<file path="config.mk">
export PLATFORM = sky130hd
export DESIGN_NAME = pingpong_write_ctrl
export DESIGN_NICKNAME = d
export VERILOG_FILES = /design/src/rtl/wimax_buf_pkg.sv /design/src/rtl/block_addr_counter.sv /design/src/rtl/pingpong_write_ctrl.sv
export SDC_FILE = /design/constraint.sdc
export NUM_CORES = 1
export LEC_CHECK = 0
export ABC_AREA = 1
export CORE_MARGIN = 2
export CORE_UTILIZATION = 44
export DETAILED_ROUTE_END_ITERATION = 16
export PLACE_DENSITY = 0.78
export SKIP_CTS_REPAIR_TIMING = 1
export SYNTH_ARGS = -nofsm -noshare
export SYNTH_HDL_FRONTEND = slang
export SYNTH_HIERARCHICAL = 1
export SYNTH_SLANG_ARGS = --single-unit
</file>
<file path="constraint.sdc">
create_clock -name clk -period 2.33 [get_ports clk]
set_clock_uncertainty 0.15 [all_clocks]
set_input_delay 0.466 -clock clk [delete_from_list [all_inputs] [get_ports clk]]
set_output_delay 0.466 -clock clk [all_outputs]
set_load 0.02 [all_outputs]
</file>
<file path="src/rtl/wimax_buf_pkg.sv">
// rtl/wimax_buf_pkg.sv - shared constants and occupancy encoding for the ping-pong block buffer
package wimax_buf_pkg;

   // Entries per bank (one block) and offset width within a bank.
   localparam int BLOCK_LEN = 192;
   localparam int ADDR_W    = 8;

   // Number of banks holding a complete, unread block.
   typedef enum logic [1:0] {
      EMPTY = 2'd0,
      HALF  = 2'd1,
      FULL  = 2'd2
   } occ_state_t;

endpackage

</file>
<file path="src/rtl/block_addr_counter.sv">
// rtl/block_addr_counter.sv - mod-LEN offset counter with enable and wrap pulse
module block_addr_counter
   import wimax_buf_pkg::*;
#(
   parameter int LEN = BLOCK_LEN,
   parameter int W   = ADDR_W
) (
   input  logic         clk,
   input  logic         resetN,
   input  logic         en_i,
   output logic [W-1:0] count_o,
   output logic         wrap_o
);

   // Terminal count sized to the counter so the compare never overflows.
   localparam logic [W-1:0] LAST = W'(LEN - 1);

   logic [W-1:0] count_q;
   logic [W-1:0] count_d;
   logic         at_last;

   assign at_last = (count_q == LAST);

   // Wrap pulses only when the last position is actually consumed.
   assign wrap_o  = en_i && at_last;
   assign count_o = count_q;

   // Advance on enable, returning to zero after the last position.
   always_comb begin
      count_d = count_q;
      if (en_i) begin
         count_d = at_last ? '0 : (count_q + W'(1));
      end
   end

   // Offset register; reset discards any partial block.
   always_ff @(posedge clk or negedge resetN) begin
      if (!resetN) begin
         count_q <= '0;
      end else begin
         count_q <= count_d;
      end
   end

endmodule

</file>
<file path="src/rtl/pingpong_write_ctrl.sv">
// rtl/pingpong_write_ctrl.sv - write-side controller for the two-bank ping-pong block buffer
module pingpong_write_ctrl
   import wimax_buf_pkg::*;
#(
   parameter int BLOCK_LEN = wimax_buf_pkg::BLOCK_LEN,
   parameter int ADDR_W    = wimax_buf_pkg::ADDR_W,
   parameter int DATA_W    = 1
) (
   input  logic              clk,
   input  logic              resetN,
   input  logic              valid_in,
   input  logic [DATA_W-1:0] data_in,
   output logic              ready_in,
   output logic [ADDR_W:0]   wraddress,
   output logic [DATA_W-1:0] wrdata,
   output logic              wren,
   output logic              valid_out,
   output logic              rd_bank,
   input  logic              read_done
);

   logic              accept;
   logic              blk_done;
   logic              rd_release;
   logic [ADDR_W-1:0] offset;

   logic              wr_bank_q;
   logic              wr_bank_d;
   logic              rd_bank_q;
   logic              rd_bank_d;

   occ_state_t        state_q;
   occ_state_t        state_d;

   // A sample is taken only on a completed handshake.
   assign accept     = valid_in && ready_in;

   // A release while nothing is pending is ignored entirely.
   assign rd_release = read_done && valid_out;

   block_addr_counter #(
      .LEN (BLOCK_LEN),
      .W   (ADDR_W)
   ) u_offset (
      .clk     (clk),
      .resetN  (resetN),
      .en_i    (accept),
      .count_o (offset),
      .wrap_o  (blk_done)
   );

   // Occupancy state register.
   always_ff @(posedge clk or negedge resetN) begin
      if (!resetN) begin
         state_q <= EMPTY;
      end else begin
         state_q <= state_d;
      end
   end

   // Occupancy transitions; a fill and a release together cancel out.
   always_comb begin
      state_d = state_q;
      case (state_q)
         EMPTY: begin
            if (blk_done) state_d = HALF;
         end
         HALF: begin
            if (blk_done && !rd_release) begin
               state_d = FULL;
            end else if (rd_release && !blk_done) begin
               state_d = EMPTY;
            end
         end
         FULL: begin
            // No fill can complete here because ready_in is low.
            if (rd_release) state_d = HALF;
         end
         default: state_d = EMPTY;
      endcase
   end

   // Flow-control outputs decoded straight from the occupancy state.
   always_comb begin
      ready_in  = (state_q != FULL);
      valid_out = (state_q != EMPTY);
   end

   // Bank pointers: writer flips on block complete, reader on an honoured release.
   always_comb begin
      wr_bank_d = wr_bank_q;
      rd_bank_d = rd_bank_q;
      if (blk_done)   wr_bank_d = ~wr_bank_q;
      if (rd_release) rd_bank_d = ~rd_bank_q;
   end

   // Bank pointer registers.
   always_ff @(posedge clk or negedge resetN) begin
      if (!resetN) begin
         wr_bank_q <= 1'b0;
         rd_bank_q <= 1'b0;
      end else begin
         wr_bank_q <= wr_bank_d;
         rd_bank_q <= rd_bank_d;
      end
   end

   // RAM write port is combinational from the handshake; the address is
   // always visible even when no write is strobed.
   always_comb begin
      wren      = accept;
      wraddress = {wr_bank_q, offset};
      wrdata    = data_in;
      rd_bank   = rd_bank_q;
   end

endmodule

</file>
## Word level (Yosys, flattened, before mapping)

Index checks and enable logic that the tools add are counted.

| storage, ports and cells | value |
|---|---|
| register bits after elaboration | 12 |
| output and inout bits | 14 |
| logic and storage cells | 30 |

| operators by class | value |
|---|---|
| bitwise logic cells | 2 |
| add/subtract/negate cells | 1 |
| reductions and logical operators | 10 |
| equality and inequality tests | 7 |
| muxes and demuxes | 6 |

Operator list:

| cell | number |
|---|---|
| 8-bit by 1-bit adder with 8-bit output (second input constant) | 1 |
| 8-bit equality test (second input constant) | 1 |
| 2-bit two-way mux | 4 |
| 8-bit two-way mux | 1 |
| 2-bit inequality test (second input constant) | 3 |
| 2-bit case mux with 3 select lines | 1 |
| 1-bit logical AND | 5 |
| 3-bit inequality test (second input constant) | 1 |
| 3-bit AND reduction | 1 |
| 2-bit by 1-bit equality test with 1-bit output (second input constant) | 1 |
| 2-bit equality test (second input constant) | 1 |
| 1-bit zero test | 2 |
| 2-bit zero test | 1 |
| 1-bit inverter | 2 |
| 2-bit nonzero test | 1 |

## Logic depth before layout (Yosys ltp)

| logic depth | value |
|---|---|
| word-level depth | 8 |
| gate-level depth with buffers | 12 |
| gate-level depth less buffers | 12 |

## By module

Netlist, hierarchy kept.

Modules (own cells, without submodules):

| module | instances | cells an instance | seq. area each (sq um) | area each (sq um) |
|---|---|---|---|---|
| block_addr_counter | 1 | 51 | 200.2 | 419.2 |
| pingpong_write_ctrl | 1 | 25 | 100.1 | 212.7 |

## Least setup slack after synthesis

No wires, ideal clock.

| path | value |
|---|---|
| path kind | input -> register |
| start point | input port valid_in |
| end point | register state_q[0] |
| path slack | -0.102 ns |
| data arrival time | 2.169 ns |
| stages | 10 |
| library setup time | 0.113 ns |
| cell sequence | a21boi_0 > nand3_1 > inv_1 > nand3_2 > inv_1 > nand2_1 > nand2_1 > nand3_1 > nand2_1 > inv_1 |

| on the way | value |
|---|---|
| word-level cells in the longest chain between the ends | 6 |
| elaborated cells between the ends (all ways) | 10 |
| those cells by class | eq/ne (2); mux (2); reduce/logical (6) |

Ends and longest elaborated chain:

| what | RTL line | source |
|---|---|---|
| start: declaration | pingpong_write_ctrl.sv:11 | `input logic valid_in,` |
| 1-bit logical AND * | pingpong_write_ctrl.sv:36 | `assign accept = valid_in && ready_in;` |
| 1-bit logical AND * | block_addr_counter.sv:25 | `assign wrap_o = en_i && at_last;` |
| net blk_done | pingpong_write_ctrl.sv:23 | `logic blk_done;` |
| 1-bit zero test | pingpong_write_ctrl.sv:71 | `end else if (rd_release && !blk_done) begin` |
| 1-bit logical AND | pingpong_write_ctrl.sv:71 |  |
| 3-bit inequality test (no line) | - |  |
| 3-bit AND reduction (no line) | - |  |
| end signal: assignment | pingpong_write_ctrl.sv:57 | `state_q <= state_d;` |
| end: declaration | pingpong_write_ctrl.sv:32 | `occ_state_t state_q;` |

Mark *: on every way through the listed nets, which the timed path passes. The rest lies on a longest branch.
A chain may end at the register's enable or synchronous reset.

## Final worst setup path

| path | value |
|---|---|
| start point | register state_q[1] |
| end point | output port valid_out |

| on the way | value |
|---|---|
| word-level cells in the longest chain between the ends | 1 |

Ends and longest elaborated chain:

| what | RTL line | source |
|---|---|---|
| 2-bit nonzero test | pingpong_write_ctrl.sv:86 | `valid_out = (state_q != EMPTY);` |
| end: declaration | pingpong_write_ctrl.sv:17 | `output logic valid_out,` |

Every way passes these cells.

==> results.md <==
* Area delta synth->final at 34.46%
* Category of the most critical setup path: register to output pin
* Placement Cell Area at roughly 810 sq um
* Clock power frac at about 14%
* Number of max-slew violations in the final report at 0
* Row count at 13
* Latest clock arrival within the worst-skew pair at roughly 270 ps
* Critical path endpoint category: output pin
* Via density per instance at roughly 4.7
* Post-DR wirelength/cell at 9.919 um
* Cells after DPL at between 100 and 150
* Routability congestion estimate from global placement at about 0.8
* Post-route non-filler standard cell count at 111
* Final net count at between 100 and 150
* Worst-case vdd ir drop at between 700 and 800 uV
* Number of distinct standard cells referenced by the synthesized netlist at 20
* Via count of the first global-routing pass at 525
* Die Outline Area at 1755 sq um
* Commonest cells after routing, fill and taps aside: 15 x nand2_1, 15 x clkdlybuf4s50_1, 12 x inv_1, 12 x dfrtp_1, 10 x nor2_1
* CTS tree: built
* Fin area at about 850 sq um
* Initial core utilization at 47.96%
* # diodes at 0
* Max Fclk at between 0.4 and 0.5 GHz
* Warning count from the yosys run at 6
* Count of routing violations after the opening detailed-route iteration at 8
* Tightest slew margin relative to the limit at 64.29%
* Proportion of total power due to net switching at 41.42%
* Total gr overflow at 0
* Count of endpoints failing setup in the final report at 0
* Final Cycle Share at about 86%
* R2R Setup Slk at just under 600 ps
* Sequential share of the synthesized area at 47.52%
* Hold WC Path Type: register to register
* Total routed wirelength at ~1100 um
* Overall global routing resource usage at 15.29%
* Final ANT Viol Nets at 0
* Detailed-router iteration count before antenna repair at 4
* Share of layout cells above drive strength 1 at 17.71%
* CTS H-Tree Depth at 1
* DRC violation count after routing at 0
* Clock slew at reported path FFs at ~80 ps
* Critical register-to-register path endpoint: state_q[0]
* Combinational power share at 53.3%
* Setup TNS Final at 0 ps
* Result of the run: completed
* Number of standard cells after synthesis at 76
* Maximum number of pins on one net before global-route repair at 13
* Arrival time reported for the critical path endpoint at about 1400 ps
* Number of antenna violations at the first check in global routing at 0
* Die outline height at approximately 42 um
* Setup repair after global routing missed its margin: no
* Width of the chip at 41.90 um
* Fill cell instance count of the final layout at approximately 120
* Final-report hold violation count at 0
* Placeable Area at between 1000 and 1500 sq um
* DPL Wire Length at between 800 and 900 um
* Power density relative to cell area at around 1400 nW/um^2
* Buffer depth of the longest clock path at 2
* Cells on worst reg2reg path at 11
* Mean area per synthesized cell at ~8.3 sq um
* Cts bufs inserted at 3
* CP startpoint kind: register
* Count of vias placed by the detailed router at 527
* Area of the mapped netlist at 631.9 sq um
* Synth Net Count at between 80 and 90
* Number of clock sinks at 12
* Post-synthesis register bit count at 12
* Critical path required time at roughly 1700 ps
* Count of input and output buffers at 16
* Slew at the pin with the worst max-slew slack at 534.0 ps
* Critical-path maximum fanout at 4
* Number of placed I/O pins at 19
* Beginning of the critical path: state_q[1]
* Reported leakage power at ~0.46 nW
* Power Internal at ~0.7 mW
* Post-layout total power at 1.197 mW
* Sequential power share at between 30% and 40%
* Worst Setup EP: valid_out
* Psw at 0.4957 mW
* Cell chosen for the clock root: clkbuf_4
* Count of maximum capacitance violations at 0
* Period minus WS final at approximately 2000 ps
* Wire length of the first global-routing pass at around 2100 um
* Reg-to-reg critical path startpoint: state_q[1]
[sequential cells by signal (all words and copies together) (netlist names)]
register / flops
rd_bank: 1
state_q: 2
u_offset/count_o: 8
wr_bank_q: 1
[routing by layer]
| layer | global-route usage [%] | vias up | part of all wire [%] |
|---|---|---|---|
| met5 | 0 | - | 0 |
| met4 | 8.387 | 0 | 1.1 |
| met3 | 1.304 | 2 | 4.8 |
| met2 | 26.88 | 17 | 50 |
| met1 | 18.13 | 242 | 44 |
| li1 | - | 266 | - |
[cells in the mapped netlist]
library cell / n / area [sq um]
and3_2: 1 / 7.510
xor2_1: 2 / 17.52
nor2_1: 10 / 37.54
a21boi_0: 1 / 7.510
mux2_2: 1 / 11.26
ha_1: 1 / 12.51
inv_1: 12 / 45.04
or2_2: 1 / 6.260
buf_4: 2 / 15.01
nand3_2: 1 / 10.01
dfrtp_1: 12 / 300.3
nand3_1: 3 / 15.01
o21ai_0: 1 / 5.000
xnor2_1: 3 / 26.28
a21oi_1: 2 / 10.01
nor2_4: 1 / 11.26
inv_2: 2 / 7.510
nand2_1: 15 / 56.30
nand2_2: 4 / 25.02
o21ai_1: 1 / 5.000
[power groups by stage]
stage / Sequential (mW) / Combinational, mW / Clock [mW]
after floorplan: 0.487 / 0.295 / 0
after global placement: 0.396 / 0.624 / 0
after detailed placement: 0.403 / 0.641 / 0
after CTS: 0.399 / 0.645 / 0.165
after global routing: 0.419 / 0.707 / 0.178
final: 0.397 / 0.637 / 0.162
[metrics by stage]
step | util, % | hold slack [ps] | setup WS, ps
5_1_grt | 64.48 | 359.2 | 165.8
2_1_floorplan | - | 20.41 | 203.0
6_report | 64.48 | 317.0 | 322.4
3_5_place_dp | 61.54 | 310.9 | -45.86
3_3_place_gp | 61.54 | 304.3 | -37.12
4_1_cts | 64.29 | 325.6 | -45.86
[worst max-delay path, cell delays in order, from the launching register on]
cell and delay (ps):
dfrtp_1 380, inv_2 60, nand2_2 70, clkdlybuf4s50_1 600
[logic make-up after synthesis]
group | Yosys count | synth area share [%]
adder cells (fa/ha/maj) | 1 | 1.980
buffers and inverters | 16 | 10.69
flip-flops | 12 | 47.53
AO/OA/AOI/OAI | 5 | 4.355
XOR/XNOR | 5 | 6.932
AND/OR/NAND/NOR | 36 | 26.73
multiplexers | 1 | 1.782
[worst min-delay path by stage]
stage	end	from	cells past startpoint	slack, ps
4_1_cts	rd_bank	rd_bank	1	330
2_1_floorplan	rd_bank	resetN	0	20
5_1_grt	wr_bank_q	wr_bank_q	1	360
3_5_place_dp	rd_bank	rd_bank	1	310
3_3_place_gp	wr_bank_q	wr_bank_q	1	300
6_report	wr_bank_q	wr_bank_q	1	320
[area by class of cell]
cell class,count,area [sq um],share of cell area [%]
multi-input cells,48,264.0,31.08
well taps,15,18.77,2.209
clock buffers,4,36.28,4.271
flip-flops and latches,12,300.3,35.35
repair buffers,18,177.7,20.91
inverters,14,52.55,6.186
Note: power is estimated with default switching activity, not from simulation.
